<file path="src/rtl/pipe_delay_line_pkg.sv">
// Shared helpers for the elastic delay line: sizing of the occupancy counter.
package pipe_delay_line_pkg;

  // Bits needed to count 0..depth valid stages.
  function automatic int occ_width(input int depth);
    return (depth < 1) ? 1 : $clog2(depth + 1);
  endfunction

endpackage

</file>
<file path="src/rtl/pipe_delay_stage.sv">
// One register stage of the delay line: payload register plus valid flag.
// Flush beats load, load beats clear.
module pipe_delay_stage #(
  parameter int WIDTH = 32,
  parameter logic [WIDTH-1:0] RESET_VAL = '0
) (
  input  logic             clk,
  input  logic             rst,
  input  logic             flush,
  input  logic             load,
  input  logic             clear,
  input  logic [WIDTH-1:0] d,
  output logic [WIDTH-1:0] q,
  output logic             v
);

  logic [WIDTH-1:0] data_q, data_d;
  logic             valid_q, valid_d;

  always_comb begin
    data_d  = data_q;
    valid_d = valid_q;
    if (flush) begin
      data_d  = RESET_VAL;
      valid_d = 1'b0;
    end else if (load) begin
      data_d  = d;
      valid_d = 1'b1;
    end else if (clear) begin
      valid_d = 1'b0;
    end
  end

  always_ff @(posedge clk or posedge rst) begin
    if (rst) begin
      data_q  <= RESET_VAL;
      valid_q <= 1'b0;
    end else begin
      data_q  <= data_d;
      valid_q <= valid_d;
    end
  end

  assign q = data_q;
  assign v = valid_q;

endmodule

</file>
<file path="src/rtl/pipe_delay_line.sv">
// Elastic WIDTH x DEPTH delay line with valid/ready, global stall, flush,
// per-stage taps and a registered occupancy count.
module pipe_delay_line
  import pipe_delay_line_pkg::*;
#(
  parameter int WIDTH = 32,
  parameter int DEPTH = 2,
  parameter logic [WIDTH-1:0] RESET_VAL = '0,
  localparam int OCC_W = occ_width(DEPTH)
) (
  input  logic                     clk,
  input  logic                     rst,
  input  logic                     in_valid,
  output logic                     in_ready,
  input  logic [WIDTH-1:0]         in_data,
  output logic                     out_valid,
  input  logic                     out_ready,
  output logic [WIDTH-1:0]         out_data,
  input  logic                     stall,
  input  logic                     flush,
  output logic [DEPTH-1:0]         tap_valid,
  output logic [WIDTH*DEPTH-1:0]   tap_data,
  output logic [OCC_W-1:0]         occupancy
);

  logic [DEPTH-1:0] valid;
  logic [DEPTH-1:0] adv;
  logic [WIDTH-1:0] stage_q [DEPTH];
  logic             accept;
  logic [OCC_W-1:0] occ_q, occ_d;

  // Advance chain walks from the output back so each stage sees whether the
  // one ahead of it is empty or leaving; empty stages absorb bubbles.
  always_comb begin
    adv = '0;
    adv[DEPTH-1] = valid[DEPTH-1] & out_ready & ~stall;
    for (int i = DEPTH - 2; i >= 0; i--) begin
      adv[i] = valid[i] & (~valid[i+1] | adv[i+1]) & ~stall;
    end
  end

  assign in_ready  = ~rst & ~stall & ~flush & (~valid[0] | adv[0]);
  assign accept    = in_valid & in_ready;
  assign out_valid = valid[DEPTH-1] & ~stall;
  assign out_data  = stage_q[DEPTH-1];
  assign tap_valid = valid;

  generate
    for (genvar gi = 0; gi < DEPTH; gi++) begin : g_stage
      logic             load_w;
      logic [WIDTH-1:0] d_w;

      if (gi == 0) begin : g_head
        assign load_w = accept;
        assign d_w    = in_data;
      end else begin : g_body
        assign load_w = adv[gi-1];
        assign d_w    = stage_q[gi-1];
      end

      pipe_delay_stage #(
        .WIDTH     (WIDTH),
        .RESET_VAL (RESET_VAL)
      ) u_stage (
        .clk   (clk),
        .rst   (rst),
        .flush (flush),
        .load  (load_w),
        .clear (adv[gi]),
        .d     (d_w),
        .q     (stage_q[gi]),
        .v     (valid[gi])
      );

      assign tap_data[gi*WIDTH +: WIDTH] = stage_q[gi];
    end
  endgenerate

  always_comb begin
    occ_d = occ_q;
    if (flush) begin
      occ_d = '0;
    end else begin
      occ_d = occ_q + OCC_W'(accept) - OCC_W'(adv[DEPTH-1]);
    end
  end

  always_ff @(posedge clk or posedge rst) begin
    if (rst) begin
      occ_q <= '0;
    end else begin
      occ_q <= occ_d;
    end
  end

  assign occupancy = occ_q;

endmodule
</file>
<file path="config.mk">
export PLATFORM = sky130hd
export DESIGN_NAME = pipe_delay_line
export DESIGN_NICKNAME = d
export VERILOG_FILES = /design/src/rtl/pipe_delay_line_pkg.sv /design/src/rtl/pipe_delay_stage.sv /design/src/rtl/pipe_delay_line.sv
export SDC_FILE = /design/constraint.sdc
export NUM_CORES = 1
export LEC_CHECK = 0
export CORE_UTILIZATION = 45
export DETAILED_ROUTE_END_ITERATION = 8
export PLACE_DENSITY_LB_ADDON = 0.15
export SLEW_MARGIN = 20
export SYNTH_ARGS = -nofsm -noshare
export SYNTH_HDL_FRONTEND = slang
export SYNTH_SLANG_ARGS = --single-unit
</file>
<file path="constraint.sdc">
create_clock -name clk -period 6.36 [get_ports clk]
set_input_delay 1.272 -clock clk [delete_from_list [all_inputs] [get_ports clk]]
set_output_delay 1.272 -clock clk [all_outputs]
set_load 0.05 [all_outputs]
</file>
Word level (Yosys, flattened, before mapping)
Index checks and enable logic that the tools add are counted.

Bits in registers: 68. Output and inout bits: 102. Word-level logic and storage cells: 38.

Add/subtract/negate cells: 2. Mux-type cells: 11. Bitwise gates (word level): 16. Reductions and logical operators: 4.

Operator list (number): 32-bit 2-to-1 mux (4); 1-bit AND (9); 1-bit 2-to-1 mux (6); 3-bit nonzero test (2); 1-bit NOT (5); 2-bit nonzero test (2); 2-bit by 1-bit adder with 2-bit output (1); 2-bit 2-to-1 mux (1); 1-bit bitwise OR (2); 2-bit by 1-bit subtractor with 2-bit output (1).

Logic depth before layout (Yosys ltp)
Gate-level depths: netlist of run 1.

Depth after elaboration: 11. Depth in mapped cells: 8. Gate-level depth less buffers: 7.

Cells and area by module
From an unflattened synthesis of run 1, not the netlist that was laid out.

Cell total of the unflattened synthesis: 268. Area, all modules: 3159.3 um2.

Modules (own cells, without submodules): pipe_delay_stage (times used 2, cells an instance 109, area each 1373.8 um2, seq. area each 825.8 um2); pipe_delay_line (times used 1, cells an instance 50, area each 411.6 um2, seq. area each 50.0 um2).

Worst setup path before layout of run 1
Ideal clock, no wire load.

Kind: input -> output. Start: input flush. End: output in_ready. Arrival time: 2.299 ns. Setup slack: 2.789 ns. Stages on the path: 2. Path buffers: 0. Cell sequence: nor3_2 nor2b_1.

Word-level cells in the longest chain between the ends: 3.

RTL lines: start: declaration (line pipe_delay_line.sv:20) `input logic flush,`; 1-bit NOT (line pipe_delay_line.sv:42) `assign in_ready = ~rst & ~stall & ~flush & (~valid[0] | adv[0]);`; 1-bit AND (2 in a row) (line pipe_delay_line.sv:42); end: declaration (line pipe_delay_line.sv:14) `output logic in_ready,`.

Every way passes these cells.

Final worst setup path of run 1
Start: input stall. End: output in_ready.

Word-level cells in the longest chain between the ends: 7.

RTL lines: start: declaration (line pipe_delay_line.sv:19) `input logic stall,`; 1-bit NOT (*) (line pipe_delay_line.sv:36, pipe_delay_line.sv:38, pipe_delay_line.sv:42); 1-bit AND (line pipe_delay_line.sv:36) `adv[DEPTH-1] = valid[DEPTH-1] & out_ready & ~stall;`; 1-bit bitwise OR (line pipe_delay_line.sv:38) `adv[i] = valid[i] & (~valid[i+1] | adv[i+1]) & ~stall;`; 1-bit AND (2 in a row) (line pipe_delay_line.sv:38); 1-bit bitwise OR (line pipe_delay_line.sv:42); 1-bit AND (*) (line pipe_delay_line.sv:42).

Every way passes the cells marked *; elsewhere a longest branch is shown, timed or not.

==> results.py, run 1 <==
metrics = {
    "status": {
        "status": "finished with violations",
        "violations": "DRC",
    },
    "power": {
        "p_leak_uw": 0.00206,
        "p_per_area_nw_per_um2": 197,
        "ir_worst_vdd_mv": 0.112,
    },
    "global_routing": {
        "grt_pass1_wl_um": 10300,
        "grt_max_degree": 69,
        "gr-total-overflow": 0,
        "track_usage_pct": 18.6,
        "antenna_found_initial": 0,
        "grt_use_met1_pct": 23.8,
        "top_usage_layer": "met2",
        "first_global_vias": 2019,
        "met2_usage_pct": 29.4,
        "grtUsageMet3_pct": 7.88,
    },
    "drt": {
        "dr.pass1.iters": 7,
        "drt_iter0_markers": 83,
        "route.vias.total": 2101,
        "totalWireLength_um": 6510,
        "drc": 10,
        "via_per_inst": 5.00,
        "antenna_left": 0,
        "wl_per_cell_um": 15.5,
    },
    "timing": {
        "final-setup-viol-count": 0,
        "hold_slack_ns": 0.505,
        "finalCritPeriodShare_pct": 68.3,
        "report.final.slew_viol_count": 0,
        "grt_setup_unrepaired": "false",
        "setup_ws_ns": 2.01,
        "tns_ns": 0,
        "max_freq_ghz": 0.230,
        "slew_headroom_pct": 32.6,
        "hold_viol": 0,
        "fin_skew_ns": 0.00728,
        "worst_pin_slew_ns": 1.01,
        "min_period_ns": 4.35,
    },
    "layout": {
        "final_util_pct": 68.4,
        "final_common_cell": "clkdlybuf4s50_1",
        "fin_nets": 379,
        "layout_common_cells": "clkdlybuf4s50_1 (138), dfrtp_1 (68), nor2b_1 (33), a22o_1 (33), mux2_1 (18)",
        "layout-drive-gt1-share_pct": 10.2,
        "nFillCells": 492,
        "diodes": 0,
        "synthToLayoutAreaGrowth_pct": 43.4,
        "fin_area_um2": 4440,
    },
    "yosys": {
        "synth_top_area_share_pct": 54.9,
        "synth_area_um2": 3100,
        "avgSynthCellArea_um2": 13.2,
        "yosys_warnings": 0,
        "postSynthNetCount": 274,
        "yosys-top-cells-area": "dfrtp_1 (55%), a22o_1 (9.3%), buf_4 (8.5%)",
        "seq_area_frac_synth_pct": 54.9,
        "async_flop_share_pct": 100,
        "syn_inst": 234,
        "yosysUniqueCellTypes": 25,
        "synth_edf_count": 0,
        "synth_top_area_cell": "dfrtp_1",
        "synth-seq-cells": 68,
        "dominantRegCellSynth": "dfrtp_1",
    },
    "floorplanning": {
        "fp.dieH_um": 85.0,
        "num_rows": 29,
        "start_util_pct": 47.7,
        "ios": 140,
        "die-area_um2": 7220,
        "core-area_um2": 6490,
        "dieWidth_um": 85.0,
    },
    "clock_tree": {
        "clockBufferDepth": 2,
        "htreeDepth": 3,
        "numCtsBuffers": 9,
        "cts_hold_buf": 0,
        "cts.repair.resized": 0,
        "insertion_delay_ns": 0.33,
        "cts_root_buf": "clkbuf_8",
        "cts_tree": "built",
        "postCtsSetupBuffers": 0,
        "clkTransAtPathRegs_ns": 0.07,
        "clock-sinks": 68,
    },
    "critical_path": {
        "path_cells": "clkdlybuf4s50_1 -> nor3_2 -> nor2b_1 -> clkdlybuf4s50_1",
        "worst-path-buf-inv": 2,
        "crit_family": "buffers and inverters",
        "endpoint_kind": "output port",
        "crit_fanout": 5,
        "critPathSlowestCell": "clkdlybuf4s50_1",
        "start_kind": "input port",
        "slowest_delay_ns": 0.83,
        "critPathKind": "input port to output port",
        "crit_top_cell": "clkdlybuf4s50_1",
        "crit_required_ns": 5.09,
        "arrival_ns": 3.07,
    },
    "place": {
        "post_dp_cell_area_um2": 4270,
        "dp_hpwl_um": 4250,
        "gp_congestion": 0.674,
        "post-place-ws_ns": 2.00,
        "io_buffers": 139,
    },
    "run": {
        "cap_violations": 0,
    },
    "min_path": {
        "hp-class": "flop to flop",
    },
}
-- power by group --
part / internal [uW] / switching, uW / leakage [uW] / total, uW
Sequential: 441 / 7.15 / 0.000941 / 449
Combinational: 49.8 / 70.2 / 0.00103 / 120
Clock: 160 / 148 / 0.0000893 / 308
Total: 651 / 226 / 0.00206 / 877
-- cell families (layout without fill, tap and decap cells) --
family / after synthesis / count (layout) / share of synthesized area (%)
muxes: 32 / 32 / 12.7
buffers and inverters: 51 / 160 / 11.4
adders and majority gates: 2 / 2 / 0.808
xor gates and xnor gates: 2 / 2 / 0.566
and+or+nand+nor: 43 / 43 / 9.53
AOI/OAI and AO/OA: 36 / 36 / 10.1
DFF: 68 / 68 / 54.9
-- layer usage --
| layer | vias to the layer above | part of all wire, % |
|---|---|---|
| met3 | 4 | 8.1 |
| met1 | 1028 | 46 |
| met5 | - | 0 |
| met4 | 0 | 0.55 |
| met2 | 95 | 45 |
| li1 | 974 | - |
-- synthesized netlist by cell type, types with 3 or more instances --
library cell	n
a22o_1	33
buf_2	6
buf_4	35
buf_6	3
clkbuf_1	3
dfrtp_1	68
inv_1	4
mux2_1	18
mux2_2	5
mux2_4	9
nor2b_1	33
-- sequential cells by signal, summed over array words and instances (netlist names) --
register	flops
g_stage.u_stage.q	64
g_stage.u_stage.v	2
occupancy	2
-- final timing paths --
path / start / endpoint / slack (ns) / cells past startpoint
min in group asynchronous: rst / occupancy[1] / 1.57 / 3
worst min register to register: g_stage[0].u_stage.q[28] / g_stage[1].u_stage.q[28] / 0.51 / 1
worst min-delay path: g_stage[0].u_stage.q[28] / g_stage[1].u_stage.q[28] / 0.51 / 1
max in group asynchronous: rst / g_stage[1].u_stage.q[13] / 4.25 / 3
worst max register to register: g_stage[0].u_stage.v / occupancy[1] / 4.11 / 7
worst max-delay path: stall / in_ready / 2.01 / 4
-- layout make-up --
class                           instances  area [um2]  area share, %
Sequential cell                        68        1700           38.3
Timing Repair Buffer                  141        1400           31.5
Multi-Input combinational cell        115        1060           23.8
Clock buffer                           13         159           3.58
Tap cell                               77        96.3           2.17
Inverter                                4        15.0          0.338
Clock inverter                          2        10.0          0.225
-- through the flow --
stage                     total power (uW)  std cells
after CTS                              885        420
final                                  877        420
after floorplan                        527        234
after global placement                 577        405
after detailed placement               578        405
after global routing                   912        420
(Power assumes the default switching activity.)
==> run 2, diff against run 1 <==
Settings changed: CORE_UTILIZATION 45 to 42.
Clock period 6.36 ns to 4.3 ns, I/O delays scaled along.
==> results.py, run 2 (synthesis gave the netlist of run 1 again) <==
metrics = {
    "min_path": {
        "hold_start": "g_stage[0].u_stage.q[29]",
        "hold_depth": 1,
        "hp-class": "flop to flop",
        "min_to": "g_stage[1].u_stage.q[29]",
    },
    "clock_tree": {
        "clkTransAtPathRegs_ns": 0.07,
        "cts_root_buf": "clkbuf_8",
        "htreeDepth": 3,
        "cts_tree": "built",
        "insertion_delay_ns": 0.33,
        "cts.repair.resized": 0,
        "clock-sinks": 68,
        "numCtsBuffers": 9,
        "clockBufferDepth": 2,
        "postCtsSetupBuffers": 0,
        "cts_hold_buf": 0,
    },
    "timing": {
        "tns_ns": 0,
        "worst_pin_slew_ns": 1.02,
        "finalCritPeriodShare_pct": 82.5,
        "report.final.slew_viol_count": 0,
        "slew_headroom_pct": 32.3,
        "min_period_ns": 3.55,
        "hold_viol": 0,
        "final-setup-viol-count": 0,
        "max_freq_ghz": 0.282,
        "grt_setup_unrepaired": "false",
        "fin_skew_ns": 0.00645,
    },
    "layout": {
        "diodes": 0,
        "synthToLayoutAreaGrowth_pct": 45.0,
        "fin_nets": 380,
        "final_common_cell": "clkdlybuf4s50_1",
        "final-seq-area_um2": 1700,
        "layout-drive-gt1-share_pct": 11.3,
        "layout_common_cells": "clkdlybuf4s50_1 (138), dfrtp_1 (68), nor2b_1 (33), a22o_1 (33), mux2_1 (18)",
        "multi_input_area_um2": 1060,
        "nFillCells": 544,
        "largest_reg_flops": 64,
    },
    "drt": {
        "antenna_left": 0,
        "totalWireLength_um": 6710,
        "wl_per_cell_um": 15.2,
        "drc": 0,
        "via_per_inst": 4.74,
        "dr.pass1.iters": 4,
        "drt_iter0_markers": 63,
        "route.vias.total": 2089,
    },
    "power": {
        "p_per_area_nw_per_um2": 295,
        "power_uw": 1320,
        "p_leak_uw": 0.00207,
        "ir_worst_vdd_mv": 0.176,
    },
    "critical_path": {
        "crit_required_ns": 3.44,
        "rrSetupSlack_ns": 2.09,
        "start_kind": "input port",
        "r2r-end": "occupancy[0]",
        "r2r-start": "g_stage[0].u_stage.v",
        "critPathKind": "input port to output port",
        "worstRegToRegCells": 6,
        "crit_fanout": 5,
        "arrival_ns": 2.69,
        "endpoint_kind": "output port",
    },
    "floorplanning": {
        "start_util_pct": 44.6,
        "die-area_um2": 7720,
        "dieWidth_um": 87.9,
        "ios": 140,
        "num_rows": 30,
        "fp.dieH_um": 87.9,
        "core-area_um2": 6940,
    },
    "run": {
        "cap_violations": 0,
    },
    "global_routing": {
        "first_global_vias": 2140,
        "gr-total-overflow": 0,
        "grt_max_degree": 51,
        "track_usage_pct": 18.7,
        "grt_pass1_wl_um": 10800,
        "antenna_found_initial": 0,
    },
    "status": {
        "status": "finished, final reports clean",
    },
    "place": {
        "io_buffers": 139,
        "dp_hpwl_um": 4330,
        "gp_congestion": 0.667,
    },
}
[run 2: final cells by class]
type / instances / area share, %
Clock buffer: 12 / 3.68
Clock inverter: 4 / 0.501
Inverter: 4 / 0.362
Multi-Input combinational cell: 115 / 23.6
Sequential cell: 68 / 37.9
Tap cell: 96 / 2.67
Timing Repair Buffer: 142 / 31.4
[run 2: layer usage]
layer  global-route usage (%)  vias up  wire length, um  part of all wire (%)
li1                         -      984                -                     -
met1                     25.7     1007             3120                    47
met2                     28.2       89             2990                    45
met3                     4.52        9              492                   7.3
met4                     8.49        0               99                   1.5
met5                        0        -                0                     0
[run 2: stage by stage]
step / utilization [%] / area (um2) / worst slack [ns] / instances / hold WS (ns)
final: 64.7 / 4490 / 0.752 / 441 / 0.509
after global routing: 64.7 / 4490 / 0.692 / 441 / 0.526
after CTS: 64.7 / 4490 / 0.733 / 441 / 0.508
after detailed placement: 62.0 / 4300 / 0.750 / 425 / 0.494
after global placement: 62.0 / 4300 / 0.817 / 425 / 0.490
after floorplan: - / 3100 / 1.55 / 234 / 0.542
[run 2: worst max-delay path by stage]
stage | start | end | slack [ns] | depth (start not counted)
after floorplan | flush | in_ready | 1.55 | 2
after global placement | stall | in_ready | 0.82 | 4
after detailed placement | stall | in_ready | 0.75 | 4
after CTS | stall | in_ready | 0.73 | 4
after global routing | stall | in_ready | 0.69 | 4
final | stall | in_ready | 0.75 | 4
[run 2: where the power goes]
| part | switching (uW) | internal [uW] | leakage, uW | total (uW) |
|---|---|---|---|---|
| Clock | 229 | 254 | 0.0000982 | 483 |
| Combinational | 104 | 74.2 | 0.00103 | 179 |
| Sequential | 10.5 | 653 | 0.000941 | 663 |
[run 2: worst max-delay path: stages]
cell and delay, ns:
clkdlybuf4s50_1 0.48, nor3_2 0.28, nor2b_1 0.23, clkdlybuf4s50_1 0.83
==> run 3, diff against run 2 <==
Settings changed: CORE_UTILIZATION 42 to 38.
Clock period 4.3 ns to 3.06 ns, I/O delays scaled along.
==> results.py, run 3 (synthesis gave the netlist of run 1 again) <==
metrics = {
    "layout": {
        "diodes": 0,
        "layout_common_cells": "clkdlybuf4s50_1 (137), dfrtp_1 (68), nor2b_1 (33), a22o_1 (33), mux2_1 (18)",
        "synthToLayoutAreaGrowth_pct": 46.8,
        "final_util_pct": 58.3,
        "fin_nets": 385,
        "nFillCells": 655,
        "final_common_cell": "clkdlybuf4s50_1",
        "layout-drive-gt1-share_pct": 12.1,
        "largest_reg_flops": 64,
    },
    "critical_path": {
        "crit_required_ns": 2.45,
        "endpoint_kind": "output port",
        "crit_fanout": 5,
        "start_kind": "input port",
        "critPathKind": "input port to output port",
        "arrival_ns": 2.10,
    },
    "timing": {
        "slew_headroom_pct": 65.0,
        "report.final.slew_viol_count": 0,
        "tns_ns": 0,
        "final-setup-viol-count": 0,
        "max_freq_ghz": 0.369,
        "hold_viol": 0,
        "finalCritPeriodShare_pct": 88.6,
        "min_period_ns": 2.71,
        "worst_pin_slew_ns": 0.524,
        "grt_setup_unrepaired": "false",
        "fin_skew_ns": 0.00520,
    },
    "drt": {
        "dr.pass1.iters": 4,
        "antenna_left": 0,
        "route.vias.total": 2176,
        "totalWireLength_um": 6890,
        "drt_iter0_markers": 67,
        "via_per_inst": 4.84,
        "wl_per_cell_um": 15.3,
        "drc": 0,
    },
    "min_path": {
        "hp-class": "flop to flop",
    },
    "clock_tree": {
        "cts_tree": "built",
        "cts_root_buf": "clkbuf_8",
        "numCtsBuffers": 9,
        "htreeDepth": 3,
        "postCtsSetupBuffers": 0,
        "clockBufferDepth": 2,
        "insertion_delay_ns": 0.33,
        "clkTransAtPathRegs_ns": 0.07,
        "cts.repair.resized": 0,
        "cts_hold_buf": 0,
        "clock-sinks": 68,
    },
    "power": {
        "p_comb_share_pct": 14.0,
        "clkPwrFrac_pct": 35.8,
        "pwr-share-seq_pct": 50.3,
        "ir_worst_vdd_mv": 0.198,
        "p_int_uw": 1380,
        "p_leak_uw": 0.00209,
        "p_per_area_nw_per_um2": 408,
        "switching_power_uw": 475,
        "netSwitchingFraction_pct": 25.6,
    },
    "status": {
        "status": "finished, final reports clean",
    },
    "floorplanning": {
        "num_rows": 32,
        "core-area_um2": 7810,
        "fp.dieH_um": 92.3,
        "dieWidth_um": 92.3,
        "die-area_um2": 8520,
        "start_util_pct": 39.7,
        "ios": 140,
    },
    "place": {
        "gp_congestion": 0.712,
        "io_buffers": 139,
        "dp_hpwl_um": 4710,
    },
    "global_routing": {
        "antenna_found_initial": 0,
        "gr-total-overflow": 0,
        "grt_max_degree": 38,
        "grt_pass1_wl_um": 11200,
        "track_usage_pct": 17.2,
        "first_global_vias": 2098,
    },
    "run": {
        "cap_violations": 0,
    },
}
[run 3: changes by cell type in the layout (fill, tap and decap cells not counted), sizes merged]
| cell | delta |
|---|---|
| buf | +6 |
| clkbuf | +1 |
| clkdlybuf4s50 | -1 |
| clkinv | -4 |
| inv | +1 |
[run 3: final timing paths]
check / startpoint / endpoint / slack (ns) / cells past startpoint
setup / recovery: stall / out_valid / 0.35 / 3
hold / removal: g_stage[0].u_stage.q[25] / g_stage[1].u_stage.q[25] / 0.51 / 1
setup reg to reg: g_stage[0].u_stage.v / g_stage[0].u_stage.q[31] / 1.24 / 4
hold reg to reg: g_stage[0].u_stage.q[25] / g_stage[1].u_stage.q[25] / 0.51 / 1
max in group asynchronous: rst / g_stage[1].u_stage.q[12] / 1.79 / 3
min in group asynchronous: rst / occupancy[0] / 0.67 / 2
[run 3: area by class of cell]
cell class / count / area (um2) / area share, %
multi-input cells: 115 / 1060 / 23.3
clock buffers: 13 / 169 / 3.71
well taps: 102 / 128 / 2.81
repair buffers: 147 / 1470 / 32.3
clock inverters: 1 / 7.51 / 0.165
inverters: 4 / 15.0 / 0.330
flip-flops and latches: 68 / 1700 / 37.4
[run 3: layer usage]
layer	vias up	GRT usage [%]	wire length, um
met2	112	26.0	3130
met3	9	4.19	517
met1	1069	23.6	3150
li1	986	-	-
met4	0	7.42	95
met5	-	0	0
[run 3: metrics by stage]
step / worst slack (ns) / instances / total power [uW] / hold WS, ns / cell area, um2
2_1_floorplan: 0.736 / 234 / 1100 / 0.542 / 3100
3_3_place_gp: 0.391 / 436 / 1210 / 0.491 / 4370
3_5_place_dp: 0.351 / 436 / 1210 / 0.488 / 4370
4_1_cts: 0.341 / 450 / 1880 / 0.506 / 4550
5_1_grt: 0.279 / 450 / 1940 / 0.517 / 4550
6_report: 0.350 / 450 / 1860 / 0.507 / 4550
[run 3: critical path, cell delays in order]
cell and delay, ns:
clkdlybuf4s50_1 0.48, nor2b_1 0.18, clkdlybuf4s50_1 0.82
[run 3: power groups by stage]
stage | logic (uW) | registers, uW | clock network, uW
5_1_grt | 276 | 935 | 728
3_5_place_dp | 263 | 949 | 0
3_3_place_gp | 261 | 949 | 0
6_report | 259 | 933 | 664
2_1_floorplan | 86.7 | 1010 | 0
4_1_cts | 264 | 932 | 689
